[src/rtl/exe_pkg.sv]
// Shared encodings for the execute stage: ALU/branch opcodes, M-extension
// funct3 codes and the multiply/divide sequencer state.
package exe_pkg;

  // Sixteen 4-bit codes carry twelve ALU operations and six branch compares.
  // BLT and BLTU reuse the SLT/SLTU codes: the compare is identical, and the
  // instruction is treated as a branch when it does not write a register
  // (branches never set rd_wen).
  typedef enum logic [3:0] {
    ALU_ADD   = 4'd0,
    ALU_SUB   = 4'd1,
    ALU_AND   = 4'd2,
    ALU_OR    = 4'd3,
    ALU_XOR   = 4'd4,
    ALU_SLL   = 4'd5,
    ALU_SRL   = 4'd6,
    ALU_SRA   = 4'd7,
    ALU_SLT   = 4'd8,   // also BLT when rd_wen = 0
    ALU_SLTU  = 4'd9,   // also BLTU when rd_wen = 0
    ALU_JALR  = 4'd10,
    ALU_COPY1 = 4'd11,
    ALU_BEQ   = 4'd12,
    ALU_BNE   = 4'd13,
    ALU_BGE   = 4'd14,
    ALU_BGEU  = 4'd15
  } alu_op_e;

  // RISC-V M-extension funct3.
  typedef enum logic [2:0] {
    MD_MUL    = 3'd0,
    MD_MULH   = 3'd1,
    MD_MULHSU = 3'd2,
    MD_MULHU  = 3'd3,
    MD_DIV    = 3'd4,
    MD_DIVU   = 3'd5,
    MD_REM    = 3'd6,
    MD_REMU   = 3'd7
  } md_op_e;

  typedef enum logic [1:0] {
    MD_IDLE = 2'd0,
    MD_BUSY = 2'd1,
    MD_DONE = 2'd2
  } md_state_e;

endpackage

[src/rtl/md_unit.sv]
// Iterative multiply/divide unit: one shift-add or restoring-divide step per
// clock on operand magnitudes, with signs and RISC-V corner cases applied to
// the final value. Operands and md_op are held stable by the execute stage
// for the whole operation, so only the working registers live here.
module md_unit
  import exe_pkg::*;
#(
  parameter int XLEN = 32
) (
  input  logic            clk,
  input  logic            rst,
  input  logic            flush,
  input  logic            es_valid,
  input  logic            md_en,
  input  logic            ms_allowin,
  input  logic [2:0]      md_op,
  input  logic [XLEN-1:0] op1,
  input  logic [XLEN-1:0] op2,
  output logic            done,
  output logic [XLEN-1:0] result
);

  localparam int CNT_W = $clog2(XLEN);

  md_state_e         state_q, state_d;
  logic [CNT_W-1:0]  cnt_q, cnt_d;
  logic [XLEN-1:0]   hi_q, hi_d;   // product high half / partial remainder
  logic [XLEN-1:0]   lo_q, lo_d;   // multiplier / dividend shifting into quotient

  logic              is_div, a_signed, b_signed, a_neg, b_neg;
  logic              div_zero, div_ovf;
  logic [XLEN-1:0]   a_mag, b_mag;
  logic [XLEN:0]     mul_sum, div_shift, div_diff;
  logic [2*XLEN-1:0] prod_s;

  function automatic logic [XLEN-1:0] neg_if(input logic [XLEN-1:0] v, input logic n);
    return n ? (~v + 1'b1) : v;
  endfunction

  function automatic logic [2*XLEN-1:0] neg2_if(input logic [2*XLEN-1:0] v, input logic n);
    return n ? (~v + 1'b1) : v;
  endfunction

  // Operand signedness, magnitudes and divide corner-case detection
  always_comb begin
    is_div   = md_op[2];
    a_signed = (md_op == MD_MULH) || (md_op == MD_MULHSU) ||
               (md_op == MD_DIV)  || (md_op == MD_REM);
    b_signed = (md_op == MD_MULH) || (md_op == MD_DIV) || (md_op == MD_REM);
    a_neg    = a_signed && op1[XLEN-1];
    b_neg    = b_signed && op2[XLEN-1];
    a_mag    = neg_if(op1, a_neg);
    b_mag    = neg_if(op2, b_neg);
    div_zero = (op2 == '0);
    div_ovf  = b_signed && (op1 == {1'b1, {(XLEN-1){1'b0}}}) && (op2 == '1);
  end

  // One iteration of shift-add multiply and of restoring divide
  always_comb begin
    mul_sum   = {1'b0, hi_q} + (lo_q[0] ? {1'b0, b_mag} : {(XLEN+1){1'b0}});
    div_shift = {hi_q, lo_q[XLEN-1]};
    div_diff  = div_shift - {1'b0, b_mag};
  end

  // Sequencer next state: load on start, XLEN iterations, hold until handoff
  always_comb begin
    state_d = state_q;
    cnt_d   = cnt_q;
    hi_d    = hi_q;
    lo_d    = lo_q;
    case (state_q)
      MD_IDLE: begin
        if (es_valid && md_en) begin
          state_d = MD_BUSY;
          cnt_d   = '0;
          hi_d    = '0;
          lo_d    = a_mag;
        end
      end
      MD_BUSY: begin
        if (is_div) begin
          if (!div_diff[XLEN]) begin
            hi_d = div_diff[XLEN-1:0];
            lo_d = {lo_q[XLEN-2:0], 1'b1};
          end else begin
            hi_d = div_shift[XLEN-1:0];
            lo_d = {lo_q[XLEN-2:0], 1'b0};
          end
        end else begin
          hi_d = mul_sum[XLEN:1];
          lo_d = {mul_sum[0], lo_q[XLEN-1:1]};
        end
        cnt_d = cnt_q + 1'b1;
        if (cnt_q == CNT_W'(XLEN-1)) state_d = MD_DONE;
      end
      MD_DONE: begin
        if (es_valid && ms_allowin) state_d = MD_IDLE;
      end
      default: state_d = MD_IDLE;
    endcase
    if (flush) begin
      state_d = MD_IDLE;
      cnt_d   = '0;
    end
  end

  // Sequencer state and working registers
  always_ff @(posedge clk) begin
    if (rst) begin
      state_q <= MD_IDLE;
      cnt_q   <= '0;
      hi_q    <= '0;
      lo_q    <= '0;
    end else begin
      state_q <= state_d;
      cnt_q   <= cnt_d;
      hi_q    <= hi_d;
      lo_q    <= lo_d;
    end
  end

  // Final result: sign correction and divide-by-zero / overflow values
  always_comb begin
    prod_s = neg2_if({hi_q, lo_q}, a_neg ^ b_neg);
    result = '0;
    case (md_op)
      MD_MUL:                       result = prod_s[XLEN-1:0];
      MD_MULH, MD_MULHSU, MD_MULHU: result = prod_s[2*XLEN-1:XLEN];
      MD_DIV, MD_DIVU:              result = div_zero ? '1 :
                                             div_ovf  ? op1 : neg_if(lo_q, a_neg ^ b_neg);
      default:                      result = div_zero ? op1 :
                                             div_ovf  ? '0 : neg_if(hi_q, a_neg);
    endcase
  end

  assign done = (state_q == MD_DONE);

endmodule

[src/rtl/exe_stage_md.sv]
// Execute stage: latches one instruction from decode, evaluates ALU ops and
// branch conditions in a single cycle, runs M-extension ops on the iterative
// md_unit, and provides the forwarding bus and fetch redirect.
module exe_stage_md
  import exe_pkg::*;
#(
  parameter int XLEN   = 32,
  parameter int HAS_M  = 1,
  parameter int CTRL_W = 48
) (
  input  logic              clk,
  input  logic              rst,
  input  logic              ds_to_es_valid,
  output logic              es_allowin,
  input  logic              es_flush,
  input  logic [XLEN-1:0]   op1,
  input  logic [XLEN-1:0]   op2,
  input  logic [3:0]        alu_op,
  input  logic              md_en,
  input  logic [2:0]        md_op,
  input  logic              jmp_flag,
  input  logic [XLEN-1:0]   br_target,
  input  logic [4:0]        rd,
  input  logic              rd_wen,
  input  logic [XLEN-1:0]   pc,
  input  logic [CTRL_W-1:0] ctrl_in,
  input  logic              ms_allowin,
  output logic              es_to_ms_valid,
  output logic [XLEN-1:0]   es_result,
  output logic [4:0]        es_rd,
  output logic              es_rd_wen,
  output logic [XLEN-1:0]   es_pc,
  output logic [CTRL_W-1:0] es_ctrl,
  output logic              jmp_valid,
  output logic [XLEN-1:0]   jmp_target,
  output logic              fwd_valid,
  output logic              fwd_busy,
  output logic [4:0]        fwd_rd,
  output logic [XLEN-1:0]   fwd_data
);

  localparam int SH_W = $clog2(XLEN);

  typedef struct packed {
    logic [XLEN-1:0]   op1;
    logic [XLEN-1:0]   op2;
    logic [XLEN-1:0]   br_target;
    logic [XLEN-1:0]   pc;
    logic [3:0]        alu_op;
    logic              md_en;
    logic [2:0]        md_op;
    logic              jmp_flag;
    logic [4:0]        rd;
    logic              rd_wen;
    logic [CTRL_W-1:0] ctrl;
  } es_bus_t;

  es_bus_t         bus_q, bus_d;
  logic            es_valid_q, es_valid_d;
  logic            es_ready_go;
  logic            md_done;
  logic [XLEN-1:0] md_result;
  logic [XLEN-1:0] alu_res, add_res, sub_res;
  logic [SH_W-1:0] shamt;
  logic            lt_s, lt_u, eq, br_taken;

  assign es_ready_go    = !bus_q.md_en || md_done;
  assign es_allowin     = !es_valid_q || (es_ready_go && ms_allowin);
  assign es_to_ms_valid = es_valid_q && es_ready_go;

  // Stage valid and instruction fields; flush wins over a simultaneous latch
  always_comb begin
    es_valid_d = es_valid_q;
    bus_d      = bus_q;
    if (es_allowin) es_valid_d = ds_to_es_valid;
    if (ds_to_es_valid && es_allowin && !es_flush) begin
      bus_d.op1       = op1;
      bus_d.op2       = op2;
      bus_d.br_target = br_target;
      bus_d.pc        = pc;
      bus_d.alu_op    = alu_op;
      bus_d.md_en     = md_en;
      bus_d.md_op     = md_op;
      bus_d.jmp_flag  = jmp_flag;
      bus_d.rd        = rd;
      bus_d.rd_wen    = rd_wen;
      bus_d.ctrl      = ctrl_in;
    end
    if (es_flush) es_valid_d = 1'b0;
  end

  // Stage registers
  always_ff @(posedge clk) begin
    if (rst) begin
      es_valid_q <= 1'b0;
      bus_q      <= '0;
    end else begin
      es_valid_q <= es_valid_d;
      bus_q      <= bus_d;
    end
  end

  // Single-cycle ALU and compare results
  always_comb begin
    shamt   = bus_q.op2[SH_W-1:0];
    add_res = bus_q.op1 + bus_q.op2;
    sub_res = bus_q.op1 - bus_q.op2;
    lt_s    = $signed(bus_q.op1) < $signed(bus_q.op2);
    lt_u    = bus_q.op1 < bus_q.op2;
    eq      = (bus_q.op1 == bus_q.op2);
    alu_res = '0;
    case (bus_q.alu_op)
      ALU_ADD:   alu_res = add_res;
      ALU_SUB:   alu_res = sub_res;
      ALU_AND:   alu_res = bus_q.op1 & bus_q.op2;
      ALU_OR:    alu_res = bus_q.op1 | bus_q.op2;
      ALU_XOR:   alu_res = bus_q.op1 ^ bus_q.op2;
      ALU_SLL:   alu_res = bus_q.op1 << shamt;
      ALU_SRL:   alu_res = bus_q.op1 >> shamt;
      ALU_SRA:   alu_res = $unsigned($signed(bus_q.op1) >>> shamt);
      ALU_SLT:   alu_res = {{(XLEN-1){1'b0}}, lt_s};
      ALU_SLTU:  alu_res = {{(XLEN-1){1'b0}}, lt_u};
      ALU_JALR:  alu_res = {add_res[XLEN-1:1], 1'b0};
      ALU_COPY1: alu_res = bus_q.op1;
      ALU_BEQ:   alu_res = {{(XLEN-1){1'b0}}, eq};
      ALU_BNE:   alu_res = {{(XLEN-1){1'b0}}, !eq};
      ALU_BGE:   alu_res = {{(XLEN-1){1'b0}}, !lt_s};
      ALU_BGEU:  alu_res = {{(XLEN-1){1'b0}}, !lt_u};
      default:   alu_res = '0;
    endcase
  end

  // Branch condition; SLT/SLTU codes act as BLT/BLTU when no register is written
  always_comb begin
    br_taken = 1'b0;
    case (bus_q.alu_op)
      ALU_BEQ:  br_taken = eq;
      ALU_BNE:  br_taken = !eq;
      ALU_BGE:  br_taken = !lt_s;
      ALU_BGEU: br_taken = !lt_u;
      ALU_SLT:  br_taken = !bus_q.rd_wen && lt_s;
      ALU_SLTU: br_taken = !bus_q.rd_wen && lt_u;
      default:  br_taken = 1'b0;
    endcase
  end

  generate
    if (HAS_M != 0) begin : g_md
      md_unit #(
        .XLEN(XLEN)
      ) u_md (
        .clk       (clk),
        .rst       (rst),
        .flush     (es_flush),
        .es_valid  (es_valid_q),
        .md_en     (bus_q.md_en),
        .ms_allowin(ms_allowin),
        .md_op     (bus_q.md_op),
        .op1       (bus_q.op1),
        .op2       (bus_q.op2),
        .done      (md_done),
        .result    (md_result)
      );
    end else begin : g_no_md
      assign md_done   = 1'b1;
      assign md_result = '0;
    end
  endgenerate

  assign es_result  = bus_q.md_en ? md_result : alu_res;
  assign es_rd      = bus_q.rd;
  assign es_rd_wen  = bus_q.rd_wen;
  assign es_pc      = bus_q.pc;
  assign es_ctrl    = bus_q.ctrl;

  assign jmp_valid  = es_valid_q && (bus_q.jmp_flag || br_taken);
  assign jmp_target = (bus_q.alu_op == ALU_JALR) ? alu_res : bus_q.br_target;

  assign fwd_valid  = es_valid_q && bus_q.rd_wen;
  assign fwd_busy   = es_valid_q && !es_ready_go;
  assign fwd_rd     = bus_q.rd;
  assign fwd_data   = es_result;

endmodule

[config.mk]
export PLATFORM = sky130hd
export DESIGN_NAME = exe_stage_md
export DESIGN_NICKNAME = d
export VERILOG_FILES = /design/src/rtl/exe_pkg.sv /design/src/rtl/md_unit.sv /design/src/rtl/exe_stage_md.sv
export SDC_FILE = /design/constraint.sdc
export NUM_CORES = 2
export LEC_CHECK = 0
export BUFFER_PORTS_ARGS = -buffer_cell sky130_fd_sc_hd__buf_2
export CAP_MARGIN = 5
export CELL_PAD_IN_SITES_DETAIL_PLACEMENT = 2
export CELL_PAD_IN_SITES_GLOBAL_PLACEMENT = 2
export CORE_UTILIZATION = 36
export DETAILED_ROUTE_END_ITERATION = 10
export PLACE_DENSITY_LB_ADDON = 0.25
export SYNTH_ARGS = -nofsm -noshare
export SYNTH_HDL_FRONTEND = slang
export SYNTH_SLANG_ARGS = --single-unit
export TNS_END_PERCENT = 10
[constraint.sdc]
create_clock -name clk -period 9.7 [get_ports clk]
set_clock_uncertainty 0.2 [all_clocks]
set_input_delay 0.485 -clock clk [delete_from_list [all_inputs] [get_ports clk]]
set_output_delay 0.485 -clock clk [all_outputs]
set_load 0.1 [all_outputs]
==> Word-level counts from Yosys, hierarchy flattened <==
Cells that the tools add are included.
{ "word_totals": {"ff_bits": 263, "in_bits": 196, "out_inout_bits": 192, "wordCells": 140} }
{ "op_classes": {"n_addsub": 10, "order_cmp": 2, "eq_ne": 30, "shift": 3, "muxes": 29, "bitwise_logic": 9, "n_reduce_logical": 41} }
{ "ops": {"columns": ["op", "count"], "rows": [
  ["two-way mux 32 bit", 16],
  ["one-hot mux 32 bit (16 select lines)", 1],
  ["adder 32 x 1 -> 32 bit, second input constant", 4],
  ["NOT 32 bit", 4],
  ["one-hot mux 32 bit (2 select lines)", 2],
  ["one-hot mux 32 bit (3 select lines)", 1],
  ["adder 64 x 1 -> 64 bit, second input constant", 1],
  ["== test 32 bit, second input constant", 2],
  ["less-than comparator 32 bit", 2],
  ["two-way mux 64 bit", 1],
  ["NOT 64 bit", 1],
  ["adder 32 x 33 -> 33 bit", 1],
  ["subtractor 33 x 32 -> 33 bit", 1],
  ["adder 32 bit", 1],
  ["bitwise AND 32 bit", 1],
  ["== test 32 bit", 1],
  ["== test 4 bit, second input constant", 8],
  ["zero test 32 bit", 1],
  ["OR 32 bit", 1],
  ["<< shifter 32 x 5 -> 32 bit", 1],
  ["right shift 32 x 5 -> 32 bit", 1],
  [">>> shifter 32 x 5 -> 32 bit", 1],
  ["subtractor 32 bit", 1],
  ["XOR 32 bit", 1],
  ["29 further kinds", 69]
]} }

==> Longest topological paths before layout <==
{ "depth": {"word_depth": 11, "depth_mapped": 23, "mapped_depth_nobuf": 18} }

==> Hierarchy <==
Synthesis repeated with hierarchy kept, for this count alone.
{ "hier_totals": {"cells_unflattened": 4115, "area_unflattened_um2": 29165.5} }
{ "by_module_without_submodules": {"columns": ["module", "instances", "cells_per_inst", "area_per_inst_um2", "seq_area_each_um2"], "rows": [
  ["exe_stage_md", 1, 2506, 17837.1, 3843.7],
  ["md_unit", 1, 1609, 11328.4, 1421.4]
]} }

==> Worst setup path after synthesis <==
OpenSTA, ideal clock, no wires.
{ "synth_path": {"path_type": "register to output", "from": "reg bus_q[129] in the netlist's numbering", "to": "out fwd_data[0]", "arrival_ns": 6.313, "required_ns": 9.015, "path_slack_ns": 2.702, "path_stages_with_launch": 18, "path_buffers": 6, "cell_sequence": "dfxtp_1 > clkbuf_1 > buf_2 > inv_2 > buf_1 > clkbuf_1 > ha_1 > buf_2 > nor2b_1 > o21ai_1 > a31oi_1 > a31oi_1 > o2111ai_1 > and3b_1 > o2bb2ai_1 > nor3_1 > o32ai_1 > buf_4"} }
{ "synth_via": {"elab_chain_cells": 6, "word_cells_on_any_way": 19, "cone_classes": "order compare (2); eq/ne (2); shift (3); mux (7); reduce/logical (5)"} }
{ "synth_lines": {"columns": ["item", "line", "source"], "rows": [
  ["start, declared", "exe_stage_md.sv:58", "es_bus_t bus_q, bus_d;"],
  ["start signal, assigned", "exe_stage_md.sv:99", "bus_q <= bus_d;"],
  ["branches (longest 5 deep; another with less-than comparator 32 bit)", null, null],
  ["two-way mux 32 bit (*)", "exe_stage_md.sv:170", "assign es_result = bus_q.md_en ? md_result : alu_res;"],
  ["end, declared", "exe_stage_md.sv:39", "output logic [XLEN-1:0] fwd_data"]
]} }
Mark *: on every way between the ends.

==> Worst setup path after layout <==
{ "layout_path": {"from": "reg bus_q[131] in the netlist's numbering", "to": "out fwd_data[29]"} }
{ "layout_via": {"elab_chain_cells": 6, "word_cells_on_any_way": 15, "cone_classes": "add/sub (2); eq/ne (1); shift (3); mux (7); reduce/logical (2)"} }
{ "layout_lines": {"columns": ["item", "line"], "rows": [
  ["branches (longest 5 deep; another with adder 32 bit)", null],
  ["two-way mux 32 bit (*)", "exe_stage_md.sv:170"]
]} }
Marked as above.

==> out/qor.yml <==
run_status:
  status: "finished clean"
worst_setup_path:
  worst_setup_path_startpoint: "bus_q[131]$_SDFFE_PP0P_"
  crit-reg2reg-capture: "g_md.u_md.hi_q[29]$_SDFFE_PP0P_"
  rrSetupSlack_ns: 3.14
  timing.reg2reg.worst_path_depth: 19
  worst_setup_path_start_kind: "flip-flop"
  timing.critical_path.to_type: "output port"
  timing.critical_path.slowest_cell_delay_ns: 1.07
  crit_chain: "buf_4, clkinv_1, ha_1, a21oi_1, o21ai_0, buf_4, o211ai_1, a31oi_1, o21ai_0, a41oi_1, o211a_1, o21ai_0, o31a_1, buf_2"
  worst_ep_arrival_time_ns: 6.84
  critPathSlowestCell: "sky130_fd_sc_hd__o21ai_0"
  reg2reg_from: "bus_q[128]$_SDFFE_PP0P_"
  critical-path-top-cell-by-count: "sky130_fd_sc_hd__o21ai_0"
  cp_max_fo: 52
  path_class: "flip-flop to output port"
  worst-endpoint-required_ns: 9.02
logic_synthesis:
  number_of_flops_mapped_to_enable_cells_by_yosys: 0
  synth_cell_type_count: 103
  synthMostInstantiatedCell: "sky130_fd_sc_hd__nand2_1"
  synth.mux.area_fraction_pct: 6.934
  synth-simple-area-share_pct: 22.50
  synth_seq_area_share_pct: 18.11
  syn_nets: 4530
  ys.warnings.count: 0
  async_flop_share_pct: 0
  count_of_mapped_cells_out_of_synthesis: 4162
  netlist.top_cell.by_area: "sky130_fd_sc_hd__dfxtp_1"
  synth-xor-area-share_pct: 6.297
  synth_compound_area_share_pct: 29.16
  synth_top_family_by_area: "compound AO/OA/AOI/OAI gates"
  synthDominantCellAreaShare_pct: 18.11
  ys_top_cells_by_area: "sky130_fd_sc_hd__dfxtp_1 18%, sky130_fd_sc_hd__nand2_1 8.5%, sky130_fd_sc_hd__a21oi_1 8.1%"
  synthesis.area_per_instance_um2: 6.985
  yosys_most_used_dff: "sky130_fd_sc_hd__dfxtp_1"
  synthesis.area_um2: 29070
  synth-seq-cells: 263
  yosys-top-cells-count: "657 x sky130_fd_sc_hd__nand2_1, 469 x sky130_fd_sc_hd__a21oi_1, 368 x sky130_fd_sc_hd__nor2_1"
  adder_cell_share_of_the_synthesized_area_pct: 7.506
floorplan:
  dieHeight_um: 286.2
  core_area_um2: 79390
  floorplan.die_area_um2: 81900
  initial_core_util_pct: 36.62
  rows: 103
  io_count: 388
  die_w_um: 286.2
cells_and_area:
  flow.area_growth_from_synthesis_pct: 16.05
  drive_gt1_share_pct: 15.27
  nFillCells: 9292
  area_of_all_sequential_standard_cells_um2: 5276
  multiInputGateArea_um2: 21110
  final_nets: 4757
placed_design:
  post-place-ws_ns: 3.239
  gp_congestion: 1.025
  hpwl_um: 118900
  numPortBuffers: 387
pwr:
  fraction_of_power_spent_switching_nets_pct: 47.76
  p_leak_nw: 13.43
  power_density_nw_per_um2: 128.8
  internal-power_mw: 2.271
  vdd_drop_max_mv: 0.1170
  net-switching-power_mw: 2.076
  power.combinational.fraction_pct: 41.9
  clockPowerShare_pct: 31.1
  seq_power_share_pct: 27.0
sta:
  final_hold_viol_count: 0
  final_max_slew_viol_count: 0
  unrepaired_setup_endpoints_after_global_routing: "false"
  finalCritPeriodShare_pct: 77.60
  setup_total_negative_slack_ns: 0
  max_slew.worst_pin.slew_ns: 1.395
  period_needed_ns: 7.527
  setup_violations: 0
  timing.final.ws_setup_ns: 2.173
  fmax_ghz: 0.1329
  slew-limit-headroom_pct: 6.016
cts:
  holdBufCountCts: 177
  htree_levels: 2
  clock-sinks: 263
  numCtsBuffers: 35
  cts_tree: "built"
  post_cts_clock_slew_at_the_launch_and_capture_registers_of_the_worst_setup_and_hold_paths_ns: 0.06
  postCtsSetupRepairBufs: 0
  cts.path.max_buffers: 3
  cts-root-buf: "sky130_fd_sc_hd__clkbuf_16"
  gates_resized_cts_repair: 0
  later_pin_clock_latency_in_the_skew_report_ns: 0.58
detailed_routing:
  antenna_violating_nets_post_route: 0
  firstDrtPassIters: 6
  drt_iter0_drc: 3713
  highest_layer: "met5"
  via_count: 35760
  dr_wl_met2_um: 79010
  post_drt_wl_per_cell_um: 32.41
  postRouteWirelength_um: 177200
  routed-wl-met3_um: 15480
  m1WireLength_um: 70020
  drcViolationCount: 0
  post_drt_via_cell_ratio: 6.539
hold_path:
  holdCritStartpoint: "op1[12]"
  hold_path_depth: 3
  hp-class: "primary input to flip-flop"
  min_delay_worst_endpoint: "bus_q[171]$_SDFFE_PP0P_"
global_route:
  first_global_vias: 37470
  grt_pass1_wl_um: 256900
  track_usage_pct: 41.58
  globalRouteOverflowTotal: 0
  grt_start_max_net_pins: 171
  grt_antenna_before_repair: 11
job:
  max_cap_viol_count: 0
-- power by group through the flow --
stage	logic, mW	clock network (mW)	registers, mW
floorplan	1.24	0	1.17
detailed placement	1.67	0	1.19
CTS	1.73	1.32	1.16
finish	1.82	1.35	1.17
global placement	1.64	0	1.18
global route	1.87	1.39	1.17
-- cell type report --
type	instances	share of cell area, %
tap	1050	3.894
clock inverter	11	0.2967
timing repair buffer	659	13.21
multi-input combinational	3307	62.58
sequential	263	15.64
clock buffer	51	2.982
antenna	4	0.02967
inverter	123	1.368
-- metrics by stage --
step,utilization [%],power [mW],instance area [um2],instances,hold slack (ns)
floorplan,-,2.403,29070,4162,0.2317
global placement,38.86,2.826,30850,5225,0.2384
detailed placement,38.86,2.852,30850,5225,0.2470
CTS,42.49,4.216,33730,5464,0.001294
global route,42.50,4.431,33740,5468,0.03662
finish,42.50,4.347,33740,5468,0.006646
-- cells by family after synthesis --
family / Yosys count
simple gates: 1437
compound gates: 1326
buf+inv: 592
flops: 263
xor+xnor: 209
fa+ha+maj: 172
mux: 163
-- per-layer routing --
layer | track usage (%) | up-vias
li1 | - | 15240
met1 | 51.47 | 17910
met2 | 65.70 | 2045
met3 | 8.355 | 558
met4 | 26.70 | 10
met5 | 0 | -
-- worst max-delay path, delay by kind of cell (launching register included) --
| family | cells | cell delay (ns) |
|---|---|---|
| AO/OA/AOI/OAI | 9 | 3.30 |
| flip-flops | 1 | 0.31 |
| buffers and inverters | 4 | 1.93 |
| adder cells (fa/ha/maj) | 1 | 0.69 |
-- worst max path at each step --
stage | slack (ns) | end | cells after the start
floorplan | 2.70 | fwd_data[0] | 17
global placement | 3.43 | fwd_data[22] | 13
detailed placement | 3.24 | fwd_data[22] | 13
CTS | 2.61 | fwd_data[22] | 13
global route | 2.25 | fwd_data[29] | 14
finish | 2.17 | fwd_data[29] | 14
-- flip-flops by register name (all words and copies together) (netlist names) --
register and cells:
es_rd 5, bus_q 105, es_pc 32, es_valid_q 1
es_rd_wen 1, es_ctrl 48, g_md.u_md.cnt_q 5, g_md.u_md.lo_q 32
g_md.u_md.state_q 2, g_md.u_md.hi_q 32
-- layout by cell type (no fill, tap or decap), drive strengths merged, types with 30 or more instances in the layout --
cell type and instances:
nand2 657, buf 481, a21oi 470, nor2 368, dfxtp 263, o21ai 257
dlygate4sd3 177, ha 168, xnor2 147, inv 121, mux2i 108, nor3 93
a211oi 90, xor2 62, nand3 58, clkbuf 52, a21o 51, o211ai 47
a31oi 39, a221o 38, o31ai 36, nor4 35, nand4 32, o22ai 31
a22oi 31, o221ai 30
No activity file was read; power rests on OpenSTA's default activity.
